--- src/rtl/ssd_multi_scan_driver.sv ---
// ssd_multi_scan_driver
// Time-multiplexed seven-segment display driver. One digit is lit per scan
// slot. Each slot opens with DEAD all-off cycles to suppress ghosting. Display
// data is double-buffered so that a frame never mixes old and new values.
// Optional feature macro: SSD_DIMMING_EN adds a BRIGHTNESS input and a
// free-running 4-bit PWM counter that gates the digit selects.
module ssd_multi_scan_driver #(
  parameter int unsigned DIGITS         = 4,
  parameter int unsigned SCAN_DIV       = 1024,
  parameter int unsigned DEAD           = 2,
  parameter bit          SEG_ACTIVE_LOW = 1'b1,
  parameter bit          SEL_ACTIVE_LOW = 1'b1
) (
  input  logic                  CLK,
  input  logic                  RST_N,
  input  logic [DIGITS*5-1:0]   INPUT,
  input  logic                  LOAD,
  input  logic [DIGITS-1:0]     BLANK,
`ifdef SSD_DIMMING_EN
  input  logic [3:0]            BRIGHTNESS,
`endif
  output logic [7:0]            OUTPUT_SEG,
  output logic [DIGITS-1:0]     OUTPUT_SEL,
  output logic                  FRAME_DONE
);

  localparam int unsigned SLOT_W = $clog2(SCAN_DIV);
  localparam int unsigned IDX_W  = (DIGITS > 1) ? $clog2(DIGITS) : 1;

  localparam logic [SLOT_W-1:0] SLOT_LAST = SLOT_W'(SCAN_DIV - 1);
  localparam logic [IDX_W-1:0]  IDX_LAST  = IDX_W'(DIGITS - 1);

  // Idle levels of the output pins, used in reset.
  localparam logic [7:0]        SEG_OFF = SEG_ACTIVE_LOW ? 8'hFF : 8'h00;
  localparam logic [DIGITS-1:0] SEL_OFF = {DIGITS{SEL_ACTIVE_LOW}};

  // Hex value to active-high segments, bit order g..a.
  function automatic logic [6:0] hex2seg(input logic [3:0] hex);
    logic [6:0] seg;
    case (hex)
      4'h0: seg = 7'b0111111;
      4'h1: seg = 7'b0000110;
      4'h2: seg = 7'b1011011;
      4'h3: seg = 7'b1001111;
      4'h4: seg = 7'b1100110;
      4'h5: seg = 7'b1101101;
      4'h6: seg = 7'b1111101;
      4'h7: seg = 7'b0000111;
      4'h8: seg = 7'b1111111;
      4'h9: seg = 7'b1101111;
      4'hA: seg = 7'b1110111;
      4'hB: seg = 7'b1111100;
      4'hC: seg = 7'b0111001;
      4'hD: seg = 7'b1011110;
      4'hE: seg = 7'b1111001;
      default: seg = 7'b1110001; // F
    endcase
    return seg;
  endfunction

  logic [SLOT_W-1:0]    slot_q, slot_d;
  logic [IDX_W-1:0]     idx_q, idx_d;
  logic [DIGITS*5-1:0]  pending_q, pending_d;
  logic [DIGITS*5-1:0]  active_q, active_d;
  logic [7:0]           seg_q, seg_d;
  logic [DIGITS-1:0]    sel_q, sel_d;
  logic                 frame_done_q, frame_done_d;
  logic                 boundary;
  logic [4:0]           cur_digit;
  logic [7:0]           seg_on;
  logic [DIGITS-1:0]    sel_on;
`ifdef SSD_DIMMING_EN
  logic [3:0]           pwm_q, pwm_d;
`endif

  // Scan position: slot counter and digit index, plus the frame boundary.
  // NOTE: every always_comb output gets a default first so no path can
  // leave it unassigned and infer a latch.
  always_comb begin
    slot_d   = slot_q + SLOT_W'(1);
    idx_d    = idx_q;
    boundary = (slot_q == SLOT_LAST) && (idx_q == IDX_LAST);
    if (slot_q == SLOT_LAST) begin
      slot_d = '0;
      idx_d  = (idx_q == IDX_LAST) ? '0 : idx_q + IDX_W'(1);
    end
  end

  // Double buffer: pending follows every LOAD, active only moves at the
  // frame boundary. A LOAD in the boundary cycle bypasses pending.
  always_comb begin
    pending_d    = LOAD ? INPUT : pending_q;
    active_d     = active_q;
    frame_done_d = boundary;
    if (boundary) begin
      active_d = LOAD ? INPUT : pending_q;
    end
  end

  // Segment and select values for the current scan position.
  always_comb begin
    cur_digit = active_q[int'(idx_q)*5 +: 5];
    seg_on    = {cur_digit[4], hex2seg(cur_digit[3:0])};
    sel_on    = '0;
    if (32'(slot_q) >= DEAD) begin
      sel_on = DIGITS'(1) << idx_q;
    end
    // BLANK is live: it acts on the select of the very next output cycle.
    sel_on = sel_on & ~BLANK;
`ifdef SSD_DIMMING_EN
    if (pwm_q > BRIGHTNESS) begin
      sel_on = '0;
    end
`endif
    seg_d = SEG_ACTIVE_LOW ? ~seg_on : seg_on;
    sel_d = SEL_ACTIVE_LOW ? ~sel_on : sel_on;
  end

`ifdef SSD_DIMMING_EN
  // PWM phase counter, free running and wrapping every 16 cycles.
  always_comb begin
    pwm_d = pwm_q + 4'd1;
  end
`endif

  // State and output registers, all cleared asynchronously.
  // NOTE: sequential state uses non-blocking assignment so every register
  // samples the pre-edge value of the others. The data buffers are plain
  // flops, not a memory, so they are reset as well: after reset the display
  // shows all-zero data rather than whatever powered up.
  always_ff @(posedge CLK or negedge RST_N) begin
    if (!RST_N) begin
      slot_q       <= '0;
      idx_q        <= '0;
      pending_q    <= '0;
      active_q     <= '0;
      seg_q        <= SEG_OFF;
      sel_q        <= SEL_OFF;
      frame_done_q <= 1'b0;
`ifdef SSD_DIMMING_EN
      pwm_q        <= '0;
`endif
    end else begin
      slot_q       <= slot_d;
      idx_q        <= idx_d;
      pending_q    <= pending_d;
      active_q     <= active_d;
      seg_q        <= seg_d;
      sel_q        <= sel_d;
      frame_done_q <= frame_done_d;
`ifdef SSD_DIMMING_EN
      pwm_q        <= pwm_d;
`endif
    end
  end

  assign OUTPUT_SEG = seg_q;
  assign OUTPUT_SEL = sel_q;
  assign FRAME_DONE = frame_done_q;

endmodule

--- config.mk ---
export PLATFORM = sky130hd
export DESIGN_NAME = ssd_multi_scan_driver
export DESIGN_NICKNAME = d
export VERILOG_FILES = /design/src/rtl/ssd_multi_scan_driver.sv
export SDC_FILE = /design/constraint.sdc
export NUM_CORES = 1
export LEC_CHECK = 0
export ABC_AREA = 1
export ABC_CLOCK_PERIOD_IN_PS = 1800
export CAP_MARGIN = 10
export CORE_MARGIN = 2
export CORE_UTILIZATION = 49
export DETAILED_ROUTE_END_ITERATION = 8
export MAX_ROUTING_LAYER = met4
export PLACE_DENSITY = 0.71
export SLEW_MARGIN = 15
export SYNTH_ARGS = -nofsm -noshare
export SYNTH_HDL_FRONTEND = slang
export SYNTH_SLANG_ARGS = --single-unit
--- constraint.sdc ---
create_clock -name CLK -period 1.8 [get_ports CLK]
set_clock_uncertainty 0.1 [all_clocks]
set_input_delay 0.45 -clock CLK [delete_from_list [all_inputs] [get_ports CLK]]
set_output_delay 0.45 -clock CLK [all_outputs]
set_load 0.005 [all_outputs]
==> results of run 1 <==
[repair_timing]
| action | 4_1_cts | 5_1_grt |
|---|---|---|
| pin swaps | 0 | 4 |
| setup endpoints to repair | 12 | 23 |
| buffers inserted | 0 | 3 |
| resized for setup | 12 | 4 |
| hold endpoints to repair | 12 | 0 |
| hold buffers | 1 | 0 |
[metal layers]
layer	up-vias	share of wire (%)
met3	7	4.5
met4	0	1.1
met2	58	48
met5	-	0
met1	1143	46
li1	1249	-
[per-stage QoR]
step	instances	worst slack (ns)	total power [mW]	hold slack [ns]
final	499	0.103	3.05	0.373
after CTS	496	0.0594	3.08	0.379
after floorplan	366	0.193	1.59	0.0544
after global placement	479	0.113	1.70	0.285
after global routing	499	-0.0314	3.17	0.394
after detailed placement	479	0.0483	1.71	0.292
[cell families after synthesis]
logic type,count (synthesis),synth area share [%]
xor gates and xnor gates,5,1.40
and+or+nand+nor,201,28.2
DFF,65,52.4
adders and majority gates,12,4.79
buffers and inverters,54,8.47
AOI/OAI and AO/OA,29,4.79
[cells in the mapped netlist (all sizes together)]
library cell	number	area share [%]
clkbuf	3	0.36
nor3b	1	0.24
or2	1	0.20
dfrtp	53	42
a21oi	2	0.32
a32o	1	0.32
xnor2	2	0.56
nor4	1	0.20
dfstp	12	10
nor2	15	2.5
o21ai	26	4.2
nand3	47	7.7
ha	12	4.8
inv	39	4.7
nor3	3	0.48
xor2	3	0.84
buf	12	3.4
nand2	130	16
nand3b	3	0.72
[worst reg2reg max path: stages, from the launching register on]
cell,delay (ns)
dfrtp_1,0.40
ha_2,0.22
nand2_2,0.08
nor2_4,0.15
nand2_4,0.08
nor2_4,0.18
nand2_1,0.09
buf_6,0.17
nand2_1,0.07
nand2_1,0.05
[final cells by class]
cell class | count | share of cell area (%)
timing repair buffer | 55 | 14.2
sequential | 65 | 42.2
clock buffer | 11 | 3.64
multi-input combinational | 247 | 31.7
inverter | 39 | 3.77
clock inverter | 5 | 2.03
tap | 77 | 2.48
[where the power goes]
group / switching, mW / leakage (nW) / total (mW) / internal (mW)
registers: 0.0106 / 0.710 / 1.51 / 1.50
logic: 0.0839 / 1.10 / 0.166 / 0.0820
clock network: 0.552 / 0.113 / 1.37 / 0.816
total: 0.647 / 1.92 / 3.05 / 2.40
[final timing paths]
kind,from,to
max,slot_q[1]$_DFF_PN0_,active_q[7]$_DFFE_PN0P_
min,active_q[2]$_DFFE_PN0P_,active_q[2]$_DFFE_PN0P_
max reg2reg,slot_q[1]$_DFF_PN0_,active_q[7]$_DFFE_PN0P_
min reg2reg,active_q[2]$_DFFE_PN0P_,active_q[2]$_DFFE_PN0P_
max in group asynchronous,RST_N,OUTPUT_SEG[7]$_DFF_PN1_
min in group asynchronous,RST_N,pending_q[16]$_DFF_PN0_
[sequential cells by signal, indices dropped and copies added, names as in the netlist]
| name | cells |
|---|---|
| FRAME_DONE | 1 |
| OUTPUT_SEG | 8 |
| OUTPUT_SEL | 4 |
| active_q | 20 |
| idx_q | 2 |
| pending_q | 20 |
| slot_q | 10 |
==> impl_metrics.toml, run 1 <==
[finish]
fillCellCount = 551
ff_latch_area_sq_um = 1640
num_antenna_cells = 0
nNetsFinal = 456
final_util_pct = 61.9
drive_gt1_share_pct = 13.7
final_common_cell = "nand2_1"
final_cell_mix = "nand2_1, dfrtp_1, nand3_1"
multiInputGateArea_sq_um = 1230
stdcell_area_sq_um = 3890
area.growth.synth_to_final_pct = 24.0

[critical_path]
cp_num_cells = 9
crit_path_max_fanout = 21
path_delay_family = "simple AND/OR/NAND/NOR gates"
critPathRequiredTime_ns = 1.93
crit_slowest_cell = "dfrtp_1"
end_kind = "flip-flop"
cp-start-kind = "flip-flop"
r2r_cells = 9
crit_buf_inv = 1
path_cells = "ha_2 > nand2_2 > nor2_4 > nand2_4 > nor2_4 > nand2_1 > buf_6 > nand2_1 > nand2_1"
critPathArrivalTime_ns = 1.82
critPathMaxStageDelay_ns = 0.40
crit_type = "reg2reg"
cp_common_cell = "nand2_1"
r2r_slack_ns = 0.10

[sta]
max_freq_mhz = 589
slew_violations = 0
final_hold_viol_count = 0
worstMarginPinSlew_ns = 0.380
tns_ns = 0
min_period_ns = 1.70
finalSetupViolCount = 0
relSlewSlack_pct = 74.7
fin_crit_sh_pct = 94.3

[synth]
ys_warn_count = 0
synth_cells = 366
synth.distinct_cells = 27
ys_ff_latch = 65
netlist_area_sq_um = 3130
syn_avg_cell_area_sq_um = 8.56
yosysSeqAreaShare_pct = 52.4
synth_nets = 405

[detailed_routing]
finalWirelength_microns = 6070
antenna_left = 0
drt-initial-drc-count = 146
viasPerCell = 4.92
via_count = 2457
wire_per_inst_microns = 12.2
drc = 0
dr.pass1.iters = 5

[run_status]
status = "complete, no violations"

[floorplan]
die_w_microns = 84.0
fp.dieH_microns = 84.0
rows = 29
dieArea_sq_um = 7050
core_area_sq_um = 6280
start_util_pct = 49.9
ios = 40

[clock_tree]
path_clk_slew_ns = 0.07
cts_tree = "built"
cts_buffer_depth = 2
cts_sinks = 65
cts_made_buffers = 9
clk_latency_ns = 0.33
htree_levels = 3
cts_root_buf = "clkbuf_8"

[pwr]
leakage_nw = 1.92
cellPowerDensity_nw_per_um2 = 784
ir_drop_v = 0.000432

[place]
place_area_sq_um = 3640
portBuffers = 39
hpwl_microns = 4280
routabilityCongestion = 0.797

[grt]
grt_pass1_vias = 2381
antenna_found_initial = 0
grt_max_degree = 41
grt_usage_pct = 19.1
grt_busiest_layer = "met2"
grt_pass1_wl_microns = 10400
grt_use_met3_pct = 4.95
use_met1_pct = 23.5
gr-total-overflow = 0
use_met2_pct = 30.0

[flow_run]
drv_cap = 0

[min_path]
worstHoldPathType = "reg2reg"
hold_path_depth = 2
No activity file was read; power rests on OpenSTA's default activity.
==> run 2, diff against run 1 <==
--- a/config.mk
+++ b/config.mk
@@ -6,7 +6,6 @@
 export NUM_CORES = 1
 export LEC_CHECK = 0
 export ABC_AREA = 1
-export ABC_CLOCK_PERIOD_IN_PS = 1800
 export CAP_MARGIN = 10
 export CORE_MARGIN = 2
 export CORE_UTILIZATION = 49
==> results of run 2 <==
The final DEF is identical to that of run 1; final timing and power are the same.
==> run 3, diff against run 2 <==
--- a/config.mk
+++ b/config.mk
@@ -10,6 +10,7 @@
 export CORE_MARGIN = 2
 export CORE_UTILIZATION = 49
 export DETAILED_ROUTE_END_ITERATION = 8
+export GPL_TIMING_DRIVEN = 1
 export MAX_ROUTING_LAYER = met4
 export PLACE_DENSITY = 0.71
 export SLEW_MARGIN = 15
==> results of run 3 <==
The final DEF is identical to that of run 1; final timing and power are the same.
